$ cat config.mk
export PLATFORM = sky130hd
export DESIGN_NAME = pipeline_hazard_ctrl
export DESIGN_NICKNAME = d
export VERILOG_FILES = /design/src/rtl/pipe_ctrl_pkg.sv /design/src/rtl/pipe_ctrl_hazard_cmp.sv /design/src/rtl/pipeline_hazard_ctrl.sv
export SDC_FILE = /design/constraint.sdc
export NUM_CORES = 1
export LEC_CHECK = 0
export CAP_MARGIN = 20
export CORE_MARGIN = 2
export CORE_UTILIZATION = 35
export CTS_CLUSTER_DIAMETER = 60
export CTS_CLUSTER_SIZE = 10
export DETAILED_ROUTE_END_ITERATION = 12
export PLACE_DENSITY_LB_ADDON = 0.15
export SYNTH_ARGS = -nofsm -noshare
export SYNTH_HDL_FRONTEND = slang
export SYNTH_SLANG_ARGS = --single-unit
$ cat constraint.sdc
create_clock -name i_clk -period 2.2 [get_ports i_clk]
set_clock_uncertainty 0.1 [all_clocks]
set_input_delay 0.33 -clock i_clk [delete_from_list [all_inputs] [get_ports i_clk]]
set_output_delay 0.33 -clock i_clk [all_outputs]
set_load 0.05 [all_outputs]
$ cat src/rtl/pipe_ctrl_pkg.sv
// Shared types for the pipeline hazard controller: scoreboard entry, forward selects, FSM states.
package pipe_ctrl_pkg;

  localparam int unsigned RF_AW      = 5;
  localparam int unsigned NUM_STAGES = 3;

  localparam logic [RF_AW-1:0] REG_ZERO = '0;

  typedef enum logic [1:0] {
    FWD_RF  = 2'b00,
    FWD_MEM = 2'b01,
    FWD_WB  = 2'b10
  } fwd_sel_e;

  typedef enum logic [1:0] {
    RUN    = 2'd0,
    FLUSH  = 2'd1,
    FREEZE = 2'd2
  } ctrl_state_e;

  typedef struct packed {
    logic             valid;
    logic [RF_AW-1:0] rd;
    logic             wr_en;
    logic             is_load;
  } sb_entry_t;

endpackage

$ cat src/rtl/pipe_ctrl_hazard_cmp.sv
// Compares one in-flight scoreboard entry against one ID source operand.
module pipe_ctrl_hazard_cmp
  import pipe_ctrl_pkg::*;
(
  input  sb_entry_t        entry,
  input  logic [RF_AW-1:0] rs,
  input  logic             rs_used,
  output logic             hit_c
);

  // Load flag is consumed by the top, not by the match itself.
  logic unused_load;
  assign unused_load = entry.is_load;

  // x0 is hard-wired, so it never creates a dependency.
  assign hit_c = entry.valid & entry.wr_en & rs_used &
                 (entry.rd == rs) & (rs != REG_ZERO);

endmodule

$ cat src/rtl/pipeline_hazard_ctrl.sv
// Stall/flush/forward controller for the 5-stage core; tracks rd of EX/MEM/WB instructions.
// PIPELINE_HAZARD_FWD_EN: enables EX operand forwarding; otherwise every RAW dependency stalls.
module pipeline_hazard_ctrl
  import pipe_ctrl_pkg::*;
#(
  parameter int unsigned REG_AW       = 5,
  parameter int unsigned FLUSH_CYCLES = 1
) (
  input  logic              i_clk,
  input  logic              i_rst,
  input  logic              i_id_valid,
  input  logic [REG_AW-1:0] i_id_rs1,
  input  logic [REG_AW-1:0] i_id_rs2,
  input  logic              i_id_rs1_used,
  input  logic              i_id_rs2_used,
  input  logic [REG_AW-1:0] i_id_rd,
  input  logic              i_id_reg_wr_en,
  input  logic              i_id_is_load,
  input  logic              i_ex_pc_sel,
  input  logic              i_mem_busy,
  output logic              o_if_stall,
  output logic              o_id_stall,
  output logic              o_flush_if_id,
  output logic              o_flush_id_ex,
  output logic              o_freeze,
  output logic [1:0]        o_fwd_a_sel,
  output logic [1:0]        o_fwd_b_sel,
  output logic              o_ex_valid,
  output logic              o_mem_valid,
  output logic              o_wb_valid
);

  localparam int unsigned CNT_W = 3;
`ifdef PIPELINE_HAZARD_FWD_EN
  localparam int unsigned NUM_CMP = 2;
`else
  localparam int unsigned NUM_CMP = 3;
`endif

  ctrl_state_e      state_q, state_d;
  logic [CNT_W-1:0] cnt_q, cnt_d;
  sb_entry_t        sb_q [NUM_STAGES];
  sb_entry_t        id_entry;
  logic [RF_AW-1:0] rs1, rs2;
  logic [NUM_CMP-1:0] hit_a, hit_b;
  logic             redirect;
  logic             hazard_stall;
  logic             ex_bubble;

  assign rs1      = RF_AW'(i_id_rs1);
  assign rs2      = RF_AW'(i_id_rs2);
  assign id_entry = '{valid: i_id_valid, rd: RF_AW'(i_id_rd),
                      wr_en: i_id_reg_wr_en, is_load: i_id_is_load};

  // Index 0 = EX, 1 = MEM, 2 = WB.
  for (genvar s = 0; s < NUM_CMP; s++) begin : g_cmp
    pipe_ctrl_hazard_cmp u_cmp_a (
      .entry   (sb_q[s]),
      .rs      (rs1),
      .rs_used (i_id_rs1_used),
      .hit_c   (hit_a[s])
    );
    pipe_ctrl_hazard_cmp u_cmp_b (
      .entry   (sb_q[s]),
      .rs      (rs2),
      .rs_used (i_id_rs2_used),
      .hit_c   (hit_b[s])
    );
  end

  assign redirect = i_ex_pc_sel & sb_q[0].valid;

`ifdef PIPELINE_HAZARD_FWD_EN
  // Only a load still in EX cannot be forwarded in time.
  assign hazard_stall = i_id_valid & sb_q[0].is_load & (hit_a[0] | hit_b[0]);
`else
  assign hazard_stall = i_id_valid & ((|hit_a) | (|hit_b));
`endif

  // FSM state register.
  always_ff @(posedge i_clk) begin
    if (i_rst) begin
      state_q <= RUN;
      cnt_q   <= '0;
    end else begin
      state_q <= state_d;
      cnt_q   <= cnt_d;
    end
  end

  // Next state and control outputs; FREEZE resolves like RUN once memory is ready.
  always_comb begin
    state_d       = state_q;
    cnt_d         = cnt_q;
    o_if_stall    = 1'b0;
    o_id_stall    = 1'b0;
    o_flush_if_id = 1'b0;
    o_flush_id_ex = 1'b0;
    o_freeze      = 1'b0;
    if (i_rst) begin
      o_flush_if_id = 1'b1;
      o_flush_id_ex = 1'b1;
      state_d       = RUN;
      cnt_d         = '0;
    end else begin
      case (state_q)
        RUN, FREEZE: begin
          if (i_mem_busy) begin
            o_freeze   = 1'b1;
            o_if_stall = 1'b1;
            o_id_stall = 1'b1;
            state_d    = FREEZE;
          end else if (redirect) begin
            o_flush_if_id = 1'b1;
            o_flush_id_ex = 1'b1;
            if (FLUSH_CYCLES > 1) begin
              state_d = FLUSH;
              cnt_d   = CNT_W'(FLUSH_CYCLES - 1);
            end else begin
              state_d = RUN;
            end
          end else begin
            state_d = RUN;
            if (hazard_stall) begin
              o_if_stall    = 1'b1;
              o_id_stall    = 1'b1;
              o_flush_id_ex = 1'b1;
            end
          end
        end
        FLUSH: begin
          o_flush_if_id = 1'b1;
          if (i_mem_busy) begin
            o_freeze   = 1'b1;
            o_if_stall = 1'b1;
            o_id_stall = 1'b1;
          end else if (cnt_q <= CNT_W'(1)) begin
            state_d = RUN;
            cnt_d   = '0;
          end else begin
            cnt_d = cnt_q - CNT_W'(1);
          end
        end
        default: state_d = RUN;
      endcase
    end
  end

  assign ex_bubble = o_flush_id_ex | o_id_stall | ~i_id_valid;

  // Scoreboard shifts with the pipe; held while memory is busy.
  always_ff @(posedge i_clk) begin
    if (i_rst) begin
      for (int i = 0; i < int'(NUM_STAGES); i++) sb_q[i] <= '0;
    end else if (!o_freeze) begin
      sb_q[2] <= sb_q[1];
      sb_q[1] <= sb_q[0];
      if (ex_bubble) sb_q[0] <= '0;
      else           sb_q[0] <= id_entry;
    end
  end

  assign o_ex_valid  = sb_q[0].valid;
  assign o_mem_valid = sb_q[1].valid;
  assign o_wb_valid  = sb_q[2].valid;

`ifdef PIPELINE_HAZARD_FWD_EN
  fwd_sel_e fwd_a_q, fwd_b_q, fwd_a_d, fwd_b_d;

  // Newest producer wins: current EX (moving to MEM) beats current MEM (moving to WB).
  always_comb begin
    fwd_a_d = FWD_RF;
    fwd_b_d = FWD_RF;
    if (hit_a[0])      fwd_a_d = FWD_MEM;
    else if (hit_a[1]) fwd_a_d = FWD_WB;
    if (hit_b[0])      fwd_b_d = FWD_MEM;
    else if (hit_b[1]) fwd_b_d = FWD_WB;
  end

  always_ff @(posedge i_clk) begin
    if (i_rst) begin
      fwd_a_q <= FWD_RF;
      fwd_b_q <= FWD_RF;
    end else if (!o_freeze) begin
      if (ex_bubble) begin
        fwd_a_q <= FWD_RF;
        fwd_b_q <= FWD_RF;
      end else begin
        fwd_a_q <= fwd_a_d;
        fwd_b_q <= fwd_b_d;
      end
    end
  end

  assign o_fwd_a_sel = fwd_a_q;
  assign o_fwd_b_sel = fwd_b_q;

  // WB entry only reports its valid bit when forwarding covers the hazard.
  logic unused_wb;
  assign unused_wb = ^{sb_q[2].rd, sb_q[2].wr_en, sb_q[2].is_load};
`else
  assign o_fwd_a_sel = 2'(FWD_RF);
  assign o_fwd_b_sel = 2'(FWD_RF);
`endif

endmodule

Word-level counts from Yosys, hierarchy flattened --
Memories as Yosys holds them, arrays and structs flattened. Index checks and enable logic that the tools add are counted.
Storage, ports and cells: register bits 5, latch bits 0, memory bits (writable) 24, ROM bits 0, bits of input ports 24, output and inout bits 12, word-level logic and storage cells 94, memories 1
Operators by class: $add $sub $neg 1, multipliers 0, div/mod/pow operators 0, magnitude comparators 1, equal/unequal tests 10, shift-type cells 0, mux-type cells 38, bitwise logic cells 32, reduce and logical (&&, ||, !) cells 9
Memories:
- sb_q | depth 3, bits a word 8, rd ports 3, clocked after Yosys merged registers in 0, wr ports 3, RTL line pipeline_hazard_ctrl.sv:42 | sb_entry_t sb_q [NUM_STAGES];
Operator list (number):
- 8-bit 2-to-1 mux | 4
- 5-bit == test | 6
- 1-bit 2-to-1 mux | 27
- 1-bit bitwise AND | 23
- 5-bit nonzero test | 2
- 3-bit OR reduction | 3
- 1-bit OR | 7
- 2-bit 2-to-1 mux | 3
- 2-bit inequality test, second input constant | 2
- 1-bit one-hot mux with 2 select lines | 2
- 2-bit one-hot mux with 2 select lines | 1
- 2-bit AND reduction | 2
- 3-bit by 1-bit <= comparator with 1-bit output, second input constant | 1
- 3-bit 2-to-1 mux | 1
- 3-bit by 1-bit subtractor with 3-bit output, second input constant | 1
- 2-bit by 1-bit == test with 1-bit output, second input constant | 1
- 2-bit == test, second input constant | 1
- 2-bit logical NOT | 1
- 1-bit NOT | 2
- 2-bit OR reduction | 1

Longest topological paths before layout --
An unclocked memory read counts as a cell.
word-level depth 21, depth in mapped cells 6, gate-level depth less buffers 5

Hierarchy --
From an unflattened synthesis, not the netlist that was laid out.
Unflattened totals: cells, all modules 135, area total of the unflattened synthesis 1440.1 µm²
Modules (own cells, without submodules):
- pipeline_hazard_ctrl | instances 1, cells an instance 75, area an instance 1019.7 µm², sequential area each 720.7 µm²
- pipe_ctrl_hazard_cmp | instances 6, cells an instance 10, area an instance 70.1 µm², sequential area each 0.0 µm²

Worst setup path after synthesis --
Ideal clock, no wire load.
path kind register -> output, from memory sb_q[0][5] in the netlist's numbering, to output o_if_stall, arrival time 2084 ps, path slack -314 ps, cell stages (with the launch flop) 7, path buffers 1, cell sequence edfxtp_1 > xor2_1 > nor4_1 > nand4_1 > a31oi_2 > a211o_1 > buf_4
RTL lines:
- start, declared | RTL line pipeline_hazard_ctrl.sv:42
- end, declared | RTL line pipeline_hazard_ctrl.sv:21 | output logic o_if_stall,

==> qor.txt <==
Status: complete, but fails checks
Failing checks: setup timing
MaxCap Viol Count: 0
Max layer used: met4
Average routed wire per standard cell: 15.7 µm
Clock Tree Root: clkbuf_8
Antenna-violating nets left: 0
Die height: 65.3 µm
Synth top area cells: edfxtp_1, xor2_1, and2_1
First-pass GRT wire length: 5390 µm
Fin crit period: 2530 ps
Dpl cell area: 1840 µm²
Total global routing track utilization: 0.170
Vias per inst: 4.90
Initial DRC Count: 38
Area growth from synthesis to layout: 53.2%
Cell Count Post-Placement: 208
Synth warn: 0
Drt total wl: 3430 µm
Worst IR drop on VDD: 280 µV
DIE AREA: 4270 µm²
Initial antenna violation count: 0
RSZ-0062 raised after global routing: yes
Initial Utilization: 0.362
Final cell count without fillers: 218
Worst-path clk slew: 80 ps
Sequential area share after synthesis: 0.479
M1 WL: 1520 µm
TritonCTS Buffers: 3
WP data required: 1770 ps
Syn Std Cell Area: 1320 µm²
Netlist cell types: 24
Longest Clk Path Bufs: 2
Worst setup EP type: output pin
Pre-CTS WS: -488 ps
Metal2 WL: 1720 µm
Global route total overflow: 0
Met3 wire length: 138 µm
Register bit total from synthesis: 21
Crit Path Max Fanout: 2
Std-Cell Core Area: 3630 µm²
Via count: 1068
Worst hold margin: 511 ps
Max-slew violations: 0
Layout cell share with drive strength beyond 1: 0.271
Top reg by flops: sb_q
Syn Area/Cell: 11.4 µm²
WS Path Type: register to output pin
Vias in the first global route: 1121
IO Port Bufs: 30
Top cell type's share of synthesized area: 0.479
Largest net degree at the start of global routing: 18
Later-pin clock latency in the skew report: 260 ps
FILL cells: 344
Endpoints failing hold: 0
Number of nets in the layout: 195
H-tree Lvls: 1
Io pins: 36
Fin area: 2020 µm²
1st-pass router iterations: 4
Critical Path Source Type: register
Hpwl dp: 2470 µm
# rows: 22
Largest regs: sb_q x21
Drc violations: 0
Final WS setup: -331 ps
Setup Viol. Count Final: 3
TritonCTS clock tree: built
Routability cong.: 0.782
ANT cells: 0
Pwr dens: 494 nW/µm²
Number of flip-flops in the largest register: 21
Pleak: 0.000811 µW
Clock sinks: 21
Post-Synthesis Cells: 115
CP arrival: 2100 ps
Area leader, netlist: edfxtp_1
Hold Crit Class: register to register
Die X: 65.3 µm
Max Fclk: 395 MHz
Crit share post-route: 1.15
CTS Hold Buffers Added: 0
-- timing repair --
item,4_1_cts,5_1_grt
pin swaps,18,18
setup buffers,7,5
setup endpoints to repair,10,10
gates resized for setup,21,6
endpoints found under the hold margin,0,0
-- metal layers --
| layer | up-vias | track usage |
|---|---|---|
| li1 | 528 | - |
| met1 | 509 | 0.214 |
| met2 | 27 | 0.295 |
| met3 | 4 | 0.0205 |
| met4 | 0 | 0.0677 |
| met5 | - | 0 |
-- synth_stat cells --
master and count:
nor2_1 2, nand3_1 2, xnor2_1 6, inv_1 4, and2_1 15, clkbuf_1 1
conb_1 1, nor2b_1 1, buf_4 5, nor4_1 6, or2b_1 1, o21ai_2 2
a311oi_1 1, nor4b_1 6, a211o_1 1, a31oi_2 2, nand2_1 2, a31oi_1 2
xor2_1 24, nor3_1 1, edfxtp_1 21, a311o_1 1, or4_1 2, nand4_1 6
-- power by group --
group          switching [µW]  internal [µW]  total, µW
Combinational             135            120        256
Clock                     122            129        251
Sequential               23.3            466        489
-- per-stage QoR --
stage / total power (µW) / utilization / setup TNS (ps)
6_report: 996 / 0.555 / -963
4_1_cts: 988 / 0.545 / -853
5_1_grt: 1040 / 0.555 / -1730
2_1_floorplan: 620 / - / 0
3_3_place_gp: 732 / 0.507 / -3770
3_5_place_dp: 734 / 0.507 / -3870
-- worst max-delay path: stages, from the launching register on --
cell and delay [ps]:
edfxtp_1 430, buf_6 150, xor2_1 140, nor4_2 340
nand4_1 230, a31oi_4 230, a211o_4 180, buf_12 130
-- worst paths after layout --
| path | start | to | slack [ps] | cells after the start |
|---|---|---|---|---|
| min reg2reg | sb_q[0][9]$_SDFFCE_PP0P_ | sb_q[0][17]$_SDFFCE_PP0P_ | 510 | 1 |
| max reg2reg | sb_q[0][3]$_SDFFCE_PN0P_ | sb_q[0][5]$_SDFFCE_PN0P_ | 10 | 8 |
| min | sb_q[0][9]$_SDFFCE_PP0P_ | sb_q[0][17]$_SDFFCE_PP0P_ | 510 | 1 |
| max | sb_q[0][12]$_SDFFCE_PP0P_ | o_id_stall | -330 | 7 |
-- area by class of cell --
class                           instances  area [µm²]  area share
Multi-Input combinational cell         87         738       0.366
Sequential cell                        21         631       0.313
Timing Repair Buffer                   54         528       0.262
Tap cell                               48        60.1      0.0298
Clock buffer                            4        45.0      0.0223
Inverter                                4        15.0     0.00744
-- placed cells by master (no fill, tap or decap), types with 2 or more instances in the layout --
cell and n:
nor4b_1 4, clkbuf_8 3, edfxtp_1 21, xnor2_1 6
buf_4 19, a31oi_4 2, dlygate4sd2_1 10, nor2_1 2
nand2_1 2, xor2_1 24, buf_12 4, clkdlybuf4s50_1 15
buf_6 6, nand3_1 2, nor4b_4 2, nor4_2 5
nand4_1 6, inv_1 4, and2_1 15, a31oi_1 2
conb_1 4, o21ai_2 2
-- logic make-up after synthesis --
logic type / count (synthesis) / synth area share
XOR/XNOR: 30 / 0.200
AND/OR/NAND/NOR: 44 / 0.213
buffers and inverters: 10 / 0.0428
flip-flops: 21 / 0.479
other: 1 / 0.00285
AO/OA/AOI/OAI: 9 / 0.0627
No activity file was read; power rests on OpenSTA's default activity.
==> edit: new RTL, same flow settings <==
Set the package constant `NUM_STAGES` to 6 (it was 3).
--- a/src/rtl/pipe_ctrl_pkg.sv
+++ b/src/rtl/pipe_ctrl_pkg.sv
@@ -4,3 +4,3 @@
   localparam int unsigned RF_AW      = 5;
-  localparam int unsigned NUM_STAGES = 3;
+  localparam int unsigned NUM_STAGES = 6;
 
Formal check against the unedited RTL: same outputs for any inputs over 4 cycles, from zero or initial values and one cycle with i_rst high; that may be too few to reach the edited logic, so the function may still have changed.
==> edit against the original RTL <==
The run still ends with setup timing left. Final area rose by 0.31%. Global-route usage shrank 0.39 points. Power is 1.2% higher. Worst hold slack got worse by 13 ps. Sequential share of layout area shrank 0.097 points. Routed wire length decreased by 2.2%. Synthesized area about the same. Sequential cell count unchanged. Setup slack better by 20 ps. Critical path type is now primary input to output port.
==> edit: results <==
[power]
power_leakage_nw = 0.809
p_seq_share_pct = 48.7
power_switching_mw = 0.290
ir_drop_uv = 255

[sta]
tns_ps = -1210
setup_viol = 10
setup_slack_ps = -311
holdWs_ps = 497

[placed_design]
placed_cell_area_mm2 = 0.00185
placedCellCount = 211
place.gp.congestion = 0.858

[critical_path]
r2r_end = "sb_q[0][2]"
critPathLaunch = "i_id_rs2[0]"
max_stage_delay_ps = 320
r2r_start = "sb_q[0][18]"
regToRegSetupSlack_ps = -30
slowest_stage = "nor4_2"

[min_path]
whs_endpoint = "sb_q[0][17]"
min_from = "sb_q[0][9]"

[global_routing]
grt_pass1_wl_mm = 5.29
gr-usage-all-layers_pct = 16.6
use_met3_pct = 2.57
use_met1_pct = 21.4

[drt]
wl_met2_mm = 1.68
drtIter0Drc = 28
route.met3.wl_um = 152
drt-wirelength-per-cell_um = 15.1
met1Wirelength_mm = 1.51
dr_total_vias = 1067

[logic_synthesis]
avgSynthCellArea_um2 = 11.4
yosys-top-cells-count = "xor2_1, edfxtp_1, and2_1"
synth.area.top_cells = "edfxtp_1, xor2_1, and2_1, nor4b_1, xnor2_1"

[layout]
areaGrowthSynthToFinish_pct = 53.9
fin_nets = 199

[status]
violations = "setup timing"
status = "finished, violations left"
-- edit: cell count changes after synthesis, sizes merged --
| cell | change |
|---|---|
| inv | -1 |
| or2b | -1 |
| nand3 | -1 |
| or3 | +1 |
| a31oi | +1 |
| nand2b | +2 |
| a311o | -1 |
-- edit: cell families after synthesis --
kind of cell,count (synthesis),share of synthesized area (%)
DFF,21,48.0
other,1,0.285
and+or+nand+nor,45,21.8
AOI/OAI and AO/OA,9,5.99
buffers and inverters,9,4.00
xor gates and xnor gates,30,20.0
-- edit: worst max path at each step --
stage | endpoint | slack [ps]
2_1_floorplan | o_if_stall | -20
4_1_cts | o_id_stall | -310
3_3_place_gp | o_flush_id_ex | -510
6_report | o_id_stall | -310
3_5_place_dp | o_flush_id_ex | -550
5_1_grt | o_id_stall | -400
-- edit: final cells by class --
cell class	count	area share, %
flip-flops and latches	21	31.2
clock buffers	3	2.04
inverters	3	0.557
multi-input cells	88	35.9
well taps	48	2.97
repair buffers	58	27.0
clock inverters	1	0.371
